===== src/rtl/mole_lifecycle.sv =====
// Mole lifecycle controller: accepts a hole index, raises that mole for a fixed number
// of ticks, scores a whack or a miss, then waits a gap before asking for the next hole.
module mole_lifecycle #(
    parameter int unsigned NUM_HOLES = 8,
    parameter int unsigned UP_TICKS  = 8,
    parameter int unsigned GAP_TICKS = 2
) (
    input  logic                 clk,
    input  logic                 rst,
    input  logic                 tick,
    input  logic                 game_en,
    input  logic                 clr,
    input  logic [2:0]           pos,
    input  logic                 pos_valid,
    output logic                 pos_ready,
    input  logic [NUM_HOLES-1:0] hit_btn,
    output logic [NUM_HOLES-1:0] mole,
    output logic                 hit_pulse,
    output logic                 miss_pulse,
    output logic [7:0]           score,
    output logic [7:0]           misses
);

    // A zero tick count behaves as one tick.
    localparam logic [7:0] UpLoad  = (UP_TICKS == 0) ? 8'd1 : 8'(UP_TICKS);
    localparam logic [7:0] GapLoad = (GAP_TICKS == 0) ? 8'd1 : 8'(GAP_TICKS);
    localparam logic [NUM_HOLES-1:0] OneHole = NUM_HOLES'(1);

    typedef enum logic [1:0] {StIdle, StWaitPos, StUp, StGap} state_e;

    state_e                state_q, state_d;
    logic [7:0]            cnt_q, cnt_d;
    logic [NUM_HOLES-1:0]  mole_q, mole_d;
    logic                  hit_pulse_q, hit_pulse_d;
    logic                  miss_pulse_q, miss_pulse_d;
    logic [7:0]            score_q, score_d;
    logic [7:0]            misses_q, misses_d;

    logic xfer;
    logic pos_ok;
    logic hit;

    assign pos_ready = game_en && (state_q == StWaitPos);
    assign xfer      = pos_valid && pos_ready;
    assign pos_ok    = ({29'd0, pos} < NUM_HOLES);
    // mole_q is the one-hot of the latched hole while up, so only that button counts.
    assign hit       = |(hit_btn & mole_q);

    always_comb begin
        state_d      = state_q;
        cnt_d        = cnt_q;
        mole_d       = mole_q;
        hit_pulse_d  = 1'b0;
        miss_pulse_d = 1'b0;
        score_d      = score_q;
        misses_d     = misses_q;

        if (!game_en) begin
            state_d = StIdle;
            mole_d  = '0;
        end else begin
            unique case (state_q)
                StIdle: state_d = StWaitPos;
                StWaitPos: begin
                    if (xfer && pos_ok) begin
                        mole_d  = OneHole << pos;
                        cnt_d   = UpLoad;
                        state_d = StUp;
                    end
                end
                StUp: begin
                    // A whack wins over expiry in the same clock.
                    if (hit) begin
                        hit_pulse_d = 1'b1;
                        if (score_q != 8'hFF) score_d = score_q + 8'd1;
                        mole_d  = '0;
                        cnt_d   = GapLoad;
                        state_d = StGap;
                    end else if (tick) begin
                        if (cnt_q <= 8'd1) begin
                            miss_pulse_d = 1'b1;
                            if (misses_q != 8'hFF) misses_d = misses_q + 8'd1;
                            mole_d  = '0;
                            cnt_d   = GapLoad;
                            state_d = StGap;
                        end else begin
                            cnt_d = cnt_q - 8'd1;
                        end
                    end
                end
                StGap: begin
                    if (tick) begin
                        if (cnt_q <= 8'd1) state_d = StWaitPos;
                        else               cnt_d   = cnt_q - 8'd1;
                    end
                end
                default: state_d = StIdle;
            endcase
        end

        if (clr) begin
            score_d  = 8'd0;
            misses_d = 8'd0;
        end
    end

    always_ff @(posedge clk or posedge rst) begin
        if (rst) begin
            state_q      <= StIdle;
            cnt_q        <= 8'd0;
            mole_q       <= '0;
            hit_pulse_q  <= 1'b0;
            miss_pulse_q <= 1'b0;
            score_q      <= 8'd0;
            misses_q     <= 8'd0;
        end else begin
            state_q      <= state_d;
            cnt_q        <= cnt_d;
            mole_q       <= mole_d;
            hit_pulse_q  <= hit_pulse_d;
            miss_pulse_q <= miss_pulse_d;
            score_q      <= score_d;
            misses_q     <= misses_d;
        end
    end

    assign mole       = mole_q;
    assign hit_pulse  = hit_pulse_q;
    assign miss_pulse = miss_pulse_q;
    assign score      = score_q;
    assign misses     = misses_q;

endmodule


===== config.mk =====
export PLATFORM = sky130hd
export DESIGN_NAME = mole_lifecycle
export DESIGN_NICKNAME = d
export VERILOG_FILES = /design/src/rtl/mole_lifecycle.sv
export SDC_FILE = /design/constraint.sdc
export NUM_CORES = 1
export LEC_CHECK = 0
export BUFFER_PORTS_ARGS = -buffer_cell sky130_fd_sc_hd__buf_2
export CORE_ASPECT_RATIO = 1.5
export CORE_MARGIN = 1
export CORE_UTILIZATION = 35
export DETAILED_ROUTE_END_ITERATION = 7
export PLACE_DENSITY_LB_ADDON = 0.1
export SLEW_MARGIN = 5
export SYNTH_ARGS = -nofsm -noshare
export SYNTH_HDL_FRONTEND = slang
export SYNTH_SLANG_ARGS = --single-unit

===== constraint.sdc =====
create_clock -name clk -period 6.5 [get_ports clk]
set_input_delay 1.625 -clock clk [delete_from_list [all_inputs] [get_ports clk]]
set_output_delay 1.625 -clock clk [all_outputs]
set_load 0.01 [all_outputs]

==> results of run 1 <==
-- worst register-to-register path: stages (launching register included) --
cell and delay, ps:
sky130_fd_sc_hd__dfrtp_1 430, sky130_fd_sc_hd__inv_1 120, sky130_fd_sc_hd__ha_1 380, sky130_fd_sc_hd__a31oi_1 160, sky130_fd_sc_hd__nor4b_1 920, sky130_fd_sc_hd__a31oi_1 180
sky130_fd_sc_hd__a31oi_1 190
-- flip-flops by register name (all words and copies together), names as in the netlist --
signal,count
misses,8
state_q,2
miss_pulse,1
score,8
cnt_q,8
hit_pulse,1
mole,8
-- path summary, 6_finish.rpt --
| check | slack, ps | start | to |
|---|---|---|---|
| max | 2670 | game_en | pos_ready |
| min reg2reg | 540 | mole[3] | mole[3] |
| min in group asynchronous | 1420 | rst | misses[3] |
| min | 540 | mole[3] | mole[3] |
| max in group asynchronous | 4740 | rst | cnt_q[7] |
| max reg2reg | 4060 | state_q[0] | cnt_q[7] |
-- kinds of logic (layout without fill, tap and decap cells) --
kind of cell	Yosys count	in the layout	share of synthesized area [%]
flip-flops	36	36	43.7
XOR/XNOR	10	10	4.25
AND/OR/NAND/NOR	98	98	27.2
AO/OA/AOI/OAI	44	44	14.0
adder cells (fa/ha/maj)	9	9	5.47
multiplexers	4	4	2.00
buffers and inverters	18	63	3.34
-- synth_stat cells (2+ instances only) --
master,number
sky130_fd_sc_hd__a21boi_0,2
sky130_fd_sc_hd__a21o_1,2
sky130_fd_sc_hd__a21oi_1,6
sky130_fd_sc_hd__a22oi_1,4
sky130_fd_sc_hd__a31oi_1,9
sky130_fd_sc_hd__and2_1,6
sky130_fd_sc_hd__and3_1,3
sky130_fd_sc_hd__and4_1,2
sky130_fd_sc_hd__clkbuf_1,5
sky130_fd_sc_hd__dfrtp_1,36
sky130_fd_sc_hd__ha_1,9
sky130_fd_sc_hd__inv_1,11
sky130_fd_sc_hd__mux2i_1,3
sky130_fd_sc_hd__nand2_1,23
sky130_fd_sc_hd__nand2b_1,3
sky130_fd_sc_hd__nand3_1,17
sky130_fd_sc_hd__nand3b_1,2
sky130_fd_sc_hd__nand4_1,3
sky130_fd_sc_hd__nor2_1,18
sky130_fd_sc_hd__nor2b_1,4
sky130_fd_sc_hd__nor3_1,6
sky130_fd_sc_hd__nor3_2,2
sky130_fd_sc_hd__nor3b_1,2
sky130_fd_sc_hd__nor4_4,2
sky130_fd_sc_hd__o21ai_0,13
sky130_fd_sc_hd__xnor2_1,6
sky130_fd_sc_hd__xor2_1,4
-- power groups by stage --
stage | Clock, uW | Combinational [uW] | Sequential (uW)
after floorplan | 0 | 178 | 275
after global placement | 0 | 231 | 280
after detailed placement | 0 | 233 | 279
after CTS | 177 | 233 | 275
after global routing | 185 | 260 | 278
final | 172 | 230 | 274
-- final cells by class --
| class | instances | area, um2 |
|---|---|---|
| fillers | 591 | 3140 |
| multi-input cells | 165 | 1090 |
| well taps | 70 | 87.6 |
| clock buffers | 7 | 86.3 |
| clock inverters | 1 | 7.51 |
| repair buffers | 44 | 223 |
| flip-flops and latches | 36 | 901 |
| inverters | 11 | 41.3 |
-- stage by stage --
stage                     worst slack (ps)  power [uW]  util (%)  cell area [um2]
final                                 2670         676      43.7             2440
after global routing                  2610         724      43.7             2440
after CTS                             2660         685      43.7             2440
after detailed placement              2670         512      42.0             2340
after global placement                2670         511      42.0             2340
after floorplan                       2620         453         -             2060
-- metal layers --
layer  global-route usage, %  up-vias  routed length [um]
met2                    29.9       34                2470
met3                    3.20        2                 160
met4                    5.19        0                  32
met1                    18.0      820                1960
li1                        -      865                   -
met5                       0        -                   0
==> flow_results.xml, run 1 <==
<?xml version="1.0" encoding="UTF-8"?>
<metrics>
  <group name="grt">
    <metric name="globalRoute.totalOverflow" unit="">0</metric>
    <metric name="antenna_found_initial" unit="">0</metric>
    <metric name="grt_pass1_vias" unit="">1675</metric>
    <metric name="wire_length_of_the_first_global_routing_pass" unit="um">7630</metric>
    <metric name="largest_net_degree_at_the_start_of_global_routing" unit="">37</metric>
    <metric name="track_usage" unit="%">16.0</metric>
  </group>
  <group name="cts">
    <metric name="cts_tree" unit="">yes</metric>
    <metric name="clock_tree.root_cell" unit="">sky130_fd_sc_hd__clkbuf_8</metric>
    <metric name="cts_buffer_depth" unit="">2</metric>
    <metric name="clk_latency" unit="ps">290</metric>
    <metric name="htree_levels" unit="">2</metric>
    <metric name="tritoncts.num_buffers" unit="">5</metric>
    <metric name="post-cts-setup-buffer-count" unit="">0</metric>
    <metric name="cts.sink_count" unit="">36</metric>
    <metric name="cts.hold.buffers_added" unit="">0</metric>
    <metric name="cts_repair_resize_count" unit="">0</metric>
    <metric name="clk_pin_slew" unit="ps">70</metric>
  </group>
  <group name="placement">
    <metric name="final_weighted_congestion_of_routability_driven_global_placement" unit="">0.728</metric>
    <metric name="dpl.hpwl" unit="um">3420</metric>
    <metric name="placed_cells" unit="">326</metric>
    <metric name="port_buffers" unit="">43</metric>
  </group>
  <group name="setup_path">
    <metric name="cp_common_cell" unit="">sky130_fd_sc_hd__buf_2</metric>
    <metric name="critPathBufInv" unit="">2</metric>
    <metric name="critPathLaunchType" unit="">input port</metric>
    <metric name="timing.critical_path.to_type" unit="">output pin</metric>
    <metric name="critical_path_peak_fanout" unit="">18</metric>
    <metric name="crit_cells" unit="">3</metric>
    <metric name="worst-r2r-cell-count" unit="">6</metric>
    <metric name="critPathKind" unit="">input port to output pin</metric>
    <metric name="worst_ep_required_time" unit="ps">4880</metric>
    <metric name="path_cells" unit="">buf_2 -&gt; and2_1 -&gt; buf_2</metric>
    <metric name="critical_path.slowest_cell" unit="">sky130_fd_sc_hd__buf_2</metric>
    <metric name="timing.critical_path.max_delay_family" unit="">buffers and inverters</metric>
    <metric name="cp.arrival" unit="ps">2210</metric>
    <metric name="cp_max_stage_delay" unit="ps">280</metric>
  </group>
  <group name="power">
    <metric name="clockPowerShare" unit="%">25.4</metric>
    <metric name="leakagePower" unit="uW">0.00111</metric>
    <metric name="power_per_cell_area" unit="mW/mm2">277</metric>
    <metric name="power_frac_comb" unit="%">34.0</metric>
    <metric name="p_int" unit="uW">416</metric>
    <metric name="pwr-share-seq" unit="%">40.6</metric>
    <metric name="netSwitchingPower" unit="uW">260</metric>
    <metric name="swShare" unit="%">38.5</metric>
    <metric name="power.ir.vdd_worst" unit="mV">0.153</metric>
  </group>
  <group name="floorplan">
    <metric name="die_w" unit="um">64.6</metric>
    <metric name="die_height" unit="um">96.0</metric>
    <metric name="starting_density_of_the_core" unit="%">36.9</metric>
    <metric name="dieArea" unit="mm2">0.00620</metric>
    <metric name="total_core_area" unit="mm2">0.00557</metric>
    <metric name="rows" unit="">33</metric>
    <metric name="io_pins" unit="">44</metric>
  </group>
  <group name="layout">
    <metric name="antenna_cells" unit="">0</metric>
    <metric name="layout_commonest_cell" unit="">sky130_fd_sc_hd__buf_2</metric>
    <metric name="fraction_of_final_layout_cells_with_drive_strength_greater_than_1" unit="%">22.3</metric>
    <metric name="area.growth.synth_to_final" unit="%">18.3</metric>
    <metric name="leading_cell_types_in_the_layout_fill_and_taps_excluded" unit="">sky130_fd_sc_hd__buf_2 (43), sky130_fd_sc_hd__dfrtp_1 (36), sky130_fd_sc_hd__nand2_1 (23), sky130_fd_sc_hd__nor2_1 (18), sky130_fd_sc_hd__nand3_1 (17)</metric>
    <metric name="finalNonFillerCells" unit="">334</metric>
    <metric name="design.final.nets" unit="">289</metric>
  </group>
  <group name="hold_path">
    <metric name="timing.hold.worst.class" unit="">flop to flop</metric>
    <metric name="whs_path_depth" unit="">2</metric>
  </group>
  <group name="timing">
    <metric name="period_minus_slack" unit="ps">3830</metric>
    <metric name="skew" unit="ps">11.3</metric>
    <metric name="layout_worst_path_cycle_share" unit="%">59.0</metric>
    <metric name="report.final.hold_viol_count" unit="">0</metric>
    <metric name="relSlewSlack" unit="%">26.0</metric>
    <metric name="slew_violations" unit="">0</metric>
    <metric name="tightest_slew" unit="ps">1090</metric>
    <metric name="number_of_setup_violations_in_the_final_report" unit="">0</metric>
    <metric name="timing.fmax" unit="MHz">261</metric>
    <metric name="grt_setup_unrepaired" unit="">no</metric>
    <metric name="setup_tns" unit="ps">0</metric>
    <metric name="hold_ws" unit="ps">538</metric>
  </group>
  <group name="synthesis">
    <metric name="synthDominantCellAreaShare" unit="%">43.7</metric>
    <metric name="syn_area_per_cell" unit="um2">9.40</metric>
    <metric name="synth-edff-count" unit="">0</metric>
    <metric name="mappedNetlistArea" unit="mm2">0.00206</metric>
    <metric name="yosysUniqueCellTypes" unit="">43</metric>
    <metric name="seq_area_frac_synth" unit="%">43.7</metric>
    <metric name="synthesis.nets" unit="">245</metric>
    <metric name="synthTopCellsByArea" unit="">sky130_fd_sc_hd__dfrtp_1 (44%), sky130_fd_sc_hd__ha_1 (5.5%), sky130_fd_sc_hd__nand2_1 (4.2%), sky130_fd_sc_hd__nand3_1 (4.1%), sky130_fd_sc_hd__nor2_1 (3.3%)</metric>
    <metric name="synth.largest_area_cell" unit="">sky130_fd_sc_hd__dfrtp_1</metric>
    <metric name="synthArstFlopShare" unit="%">100</metric>
    <metric name="synth_cells" unit="">219</metric>
    <metric name="yosys_warnings" unit="">0</metric>
    <metric name="post_synth_top_flop" unit="">sky130_fd_sc_hd__dfrtp_1</metric>
    <metric name="post_synthesis_sequential_element_count" unit="">36</metric>
  </group>
  <group name="drt">
    <metric name="route.antenna.remaining_nets" unit="">0</metric>
    <metric name="drc" unit="">0</metric>
    <metric name="drt-initial-drc-count" unit="">55</metric>
    <metric name="route.final.wire_length" unit="um">4620</metric>
    <metric name="ratio_of_routed_vias_to_standard_cells" unit="">5.15</metric>
    <metric name="detailroute.via_count" unit="">1721</metric>
    <metric name="wl_per_cell" unit="um">13.8</metric>
    <metric name="dr.pass1.iters" unit="">4</metric>
  </group>
  <group name="run">
    <metric name="drv.max_cap_violation_count" unit="">0</metric>
  </group>
  <group name="outcome">
    <metric name="run_status" unit="">completed</metric>
  </group>
</metrics>
No activity file was read; power rests on OpenSTA's default activity.
==> run 2, diff against run 1 <==
Settings changed: ABC_AREA set to 1.
Clock period 6.5 ns to 3.6 ns, I/O delays scaled along.
==> flow_results.xml, run 2 <==
<?xml version="1.0" encoding="UTF-8"?>
<metrics>
  <group name="outcome">
    <metric name="run_status" unit="">completed</metric>
  </group>
  <group name="synthesis">
    <metric name="synth_cells" unit="">317</metric>
    <metric name="synth-edff-count" unit="">0</metric>
    <metric name="synthDominantCellAreaShare" unit="%">38.6</metric>
    <metric name="seq_area_frac_synth" unit="%">38.6</metric>
    <metric name="mappedNetlistArea" unit="mm2">0.00233</metric>
    <metric name="synthArstFlopShare" unit="%">100</metric>
    <metric name="synthTopCellsByArea" unit="">sky130_fd_sc_hd__dfrtp_1 (39%), sky130_fd_sc_hd__nand2_1 (17%), sky130_fd_sc_hd__nand3_1 (9.4%), sky130_fd_sc_hd__nor2_1 (5.1%), sky130_fd_sc_hd__ha_1 (4.8%)</metric>
    <metric name="synthesis.nets" unit="">343</metric>
    <metric name="netlist_top_cells_count" unit="">sky130_fd_sc_hd__nand2_1 (108), sky130_fd_sc_hd__nand3_1 (44), sky130_fd_sc_hd__dfrtp_1 (36)</metric>
    <metric name="muxShareOfSynthArea" unit="%">0</metric>
    <metric name="yosys_warnings" unit="">0</metric>
    <metric name="synth_top_family_by_area" unit="">simple AND/OR/NAND/NOR gates</metric>
    <metric name="post_synthesis_sequential_element_count" unit="">36</metric>
    <metric name="post_synth_fa_ha_maj_area_fraction" unit="%">4.82</metric>
    <metric name="synth_compound_area_share" unit="%">1.50</metric>
    <metric name="synth-simple-area-share" unit="%">45.1</metric>
    <metric name="yosysMostFrequentCell" unit="">sky130_fd_sc_hd__nand2_1</metric>
    <metric name="synthXorXnorAreaFrac" unit="%">4.13</metric>
    <metric name="post_synth_top_flop" unit="">sky130_fd_sc_hd__dfrtp_1</metric>
    <metric name="yosysUniqueCellTypes" unit="">31</metric>
    <metric name="syn_area_per_cell" unit="um2">7.37</metric>
    <metric name="synth.largest_area_cell" unit="">sky130_fd_sc_hd__dfrtp_1</metric>
  </group>
  <group name="timing">
    <metric name="grt_setup_unrepaired" unit="">no</metric>
    <metric name="number_of_setup_violations_in_the_final_report" unit="">0</metric>
    <metric name="relSlewSlack" unit="%">55.6</metric>
    <metric name="timing.fmax" unit="MHz">451</metric>
    <metric name="slew_violations" unit="">0</metric>
    <metric name="tightest_slew" unit="ps">666</metric>
    <metric name="report.final.hold_viol_count" unit="">0</metric>
    <metric name="skew" unit="ps">4.11</metric>
    <metric name="layout_worst_path_cycle_share" unit="%">61.6</metric>
    <metric name="period_minus_slack" unit="ps">2220</metric>
    <metric name="setup_tns" unit="ps">0</metric>
  </group>
  <group name="power">
    <metric name="power.ir.vdd_worst" unit="mV">0.404</metric>
    <metric name="pwr-share-seq" unit="%">33.6</metric>
    <metric name="netSwitchingPower" unit="uW">670</metric>
    <metric name="p_int" unit="uW">928</metric>
    <metric name="leakagePower" unit="uW">0.00156</metric>
    <metric name="power" unit="uW">1600</metric>
    <metric name="swShare" unit="%">41.9</metric>
    <metric name="clockPowerShare" unit="%">22.2</metric>
    <metric name="power_per_cell_area" unit="mW/mm2">586</metric>
    <metric name="power_frac_comb" unit="%">44.3</metric>
  </group>
  <group name="layout">
    <metric name="area.growth.synth_to_final" unit="%">16.7</metric>
    <metric name="multi_input_comb_area" unit="mm2">0.00130</metric>
    <metric name="fraction_of_final_layout_cells_with_drive_strength_greater_than_1" unit="%">21.7</metric>
    <metric name="design.final.nets" unit="">389</metric>
    <metric name="layout_commonest_cell" unit="">sky130_fd_sc_hd__nand2_1</metric>
    <metric name="register_area" unit="um2">901</metric>
    <metric name="filler_cell_count" unit="">700</metric>
    <metric name="leading_cell_types_in_the_layout_fill_and_taps_excluded" unit="">sky130_fd_sc_hd__nand2_1 (108), sky130_fd_sc_hd__nand3_1 (44), sky130_fd_sc_hd__buf_2 (43), sky130_fd_sc_hd__dfrtp_1 (36), sky130_fd_sc_hd__nor2_1 (32)</metric>
    <metric name="antenna_cells" unit="">0</metric>
  </group>
  <group name="floorplan">
    <metric name="io_pins" unit="">44</metric>
    <metric name="rows" unit="">36</metric>
    <metric name="total_core_area" unit="mm2">0.00649</metric>
    <metric name="dieArea" unit="mm2">0.00701</metric>
    <metric name="starting_density_of_the_core" unit="%">36.0</metric>
    <metric name="die_height" unit="um">102</metric>
    <metric name="die_w" unit="um">68.7</metric>
  </group>
  <group name="hold_path">
    <metric name="whs_path_depth" unit="">2</metric>
    <metric name="timing.hold.worst.class" unit="">flop to flop</metric>
    <metric name="min_from" unit="">mole[3]</metric>
    <metric name="min_to" unit="">mole[3]</metric>
  </group>
  <group name="placement">
    <metric name="dpl.hpwl" unit="um">3830</metric>
    <metric name="port_buffers" unit="">43</metric>
    <metric name="final_weighted_congestion_of_routability_driven_global_placement" unit="">0.781</metric>
  </group>
  <group name="cts">
    <metric name="clk_latency" unit="ps">290</metric>
    <metric name="cts.hold.buffers_added" unit="">0</metric>
    <metric name="cts_repair_resize_count" unit="">0</metric>
    <metric name="clk_pin_slew" unit="ps">70</metric>
    <metric name="htree_levels" unit="">2</metric>
    <metric name="tritoncts.num_buffers" unit="">5</metric>
    <metric name="post-cts-setup-buffer-count" unit="">0</metric>
    <metric name="cts.sink_count" unit="">36</metric>
    <metric name="cts_buffer_depth" unit="">2</metric>
    <metric name="clock_tree.root_cell" unit="">sky130_fd_sc_hd__clkbuf_8</metric>
    <metric name="cts_tree" unit="">yes</metric>
  </group>
  <group name="setup_path">
    <metric name="timing.critical_path.to_type" unit="">output pin</metric>
    <metric name="critical_path_peak_fanout" unit="">10</metric>
    <metric name="cp.arrival" unit="ps">1320</metric>
    <metric name="worst-r2r-cell-count" unit="">10</metric>
    <metric name="timing.rr.start" unit="">state_q[0]</metric>
    <metric name="worst_ep_required_time" unit="ps">2700</metric>
    <metric name="ff2ff_setup_slack" unit="ps">1780</metric>
    <metric name="critPathLaunchType" unit="">input port</metric>
    <metric name="worstReg2RegEnd" unit="">state_q[1]</metric>
    <metric name="critPathKind" unit="">input port to output pin</metric>
  </group>
  <group name="drt">
    <metric name="dr.pass1.iters" unit="">4</metric>
    <metric name="detailroute.via_count" unit="">2108</metric>
    <metric name="ratio_of_routed_vias_to_standard_cells" unit="">4.79</metric>
    <metric name="drt-initial-drc-count" unit="">67</metric>
    <metric name="drc" unit="">0</metric>
    <metric name="route.final.wire_length" unit="um">5080</metric>
    <metric name="route.antenna.remaining_nets" unit="">0</metric>
    <metric name="wl_per_cell" unit="um">11.5</metric>
  </group>
  <group name="grt">
    <metric name="wire_length_of_the_first_global_routing_pass" unit="um">8580</metric>
    <metric name="globalRoute.totalOverflow" unit="">0</metric>
    <metric name="largest_net_degree_at_the_start_of_global_routing" unit="">37</metric>
    <metric name="grt_pass1_vias" unit="">1914</metric>
    <metric name="antenna_found_initial" unit="">0</metric>
    <metric name="track_usage" unit="%">16.0</metric>
  </group>
  <group name="run">
    <metric name="drv.max_cap_violation_count" unit="">0</metric>
  </group>
</metrics>
[run 2: cell types whose count changed after synthesis, moves of 5 or more]
cell                      change
sky130_fd_sc_hd__nand2_1     +85
sky130_fd_sc_hd__nor2_1      +14
sky130_fd_sc_hd__nor2_2       +7
sky130_fd_sc_hd__and2_1       -6
sky130_fd_sc_hd__nand4_1      +5
sky130_fd_sc_hd__nand3_1     +27
sky130_fd_sc_hd__o21ai_0     -12
sky130_fd_sc_hd__a31oi_1      -8
sky130_fd_sc_hd__inv_1       +12
[run 2: worst max path at each step]
stage	endpoint	slack (ps)	startpoint
after floorplan	pos_ready	1540	game_en
after global placement	pos_ready	1400	game_en
after detailed placement	pos_ready	1380	game_en
after CTS	pos_ready	1380	game_en
after global routing	pos_ready	1330	game_en
final	pos_ready	1380	game_en
[run 2: worst max-delay path, cell delays in order]
cell and delay (ps):
sky130_fd_sc_hd__buf_2 170, sky130_fd_sc_hd__nand2_1 80, sky130_fd_sc_hd__inv_1 50, sky130_fd_sc_hd__buf_2 120
[run 2: layout make-up]
| cell class | instances | share of cell area (%) |
|---|---|---|
| Timing Repair Buffer | 44 | 8.18 |
| Sequential cell | 36 | 33.1 |
| Tap cell | 76 | 3.49 |
| Clock buffer | 6 | 2.66 |
| Clock inverter | 2 | 1.29 |
| Multi-Input combinational cell | 249 | 47.6 |
| Inverter | 27 | 3.72 |
[run 2: power groups by stage]
stage,sequential (uW),combinational (uW),clock (uW)
after floorplan,538,569,0
after global placement,546,713,0
after detailed placement,545,719,0
after CTS,538,720,366
after global routing,547,814,385
final,537,707,354
[run 2: cell families after synthesis]
| kind of cell | count (synthesis) |
|---|---|
| buf+inv | 32 |
| simple gates | 223 |
| flops | 36 |
| compound gates | 6 |
| xor+xnor | 11 |
| fa+ha+maj | 9 |
[run 2: layer usage]
layer  routed length, um  GRT usage [%]  vias to the layer above
met5                   0              0                        -
met4                  67           4.81                        0
met3                 124           2.68                        7
met2                2590           28.1                       27
met1                2300           19.5                      974
li1                    -              -                     1100
[run 2: stage by stage]
step	std cells	setup slack (ps)	hold slack, ps	utilization, %	cell area (um2)
3_3_place_gp	432	1400	489	40.3	2620
6_report	440	1380	496	42.0	2720
3_5_place_dp	432	1380	483	40.3	2620
4_1_cts	440	1380	502	42.0	2720
2_1_floorplan	317	1540	472	-	2330
5_1_grt	440	1330	533	42.0	2720
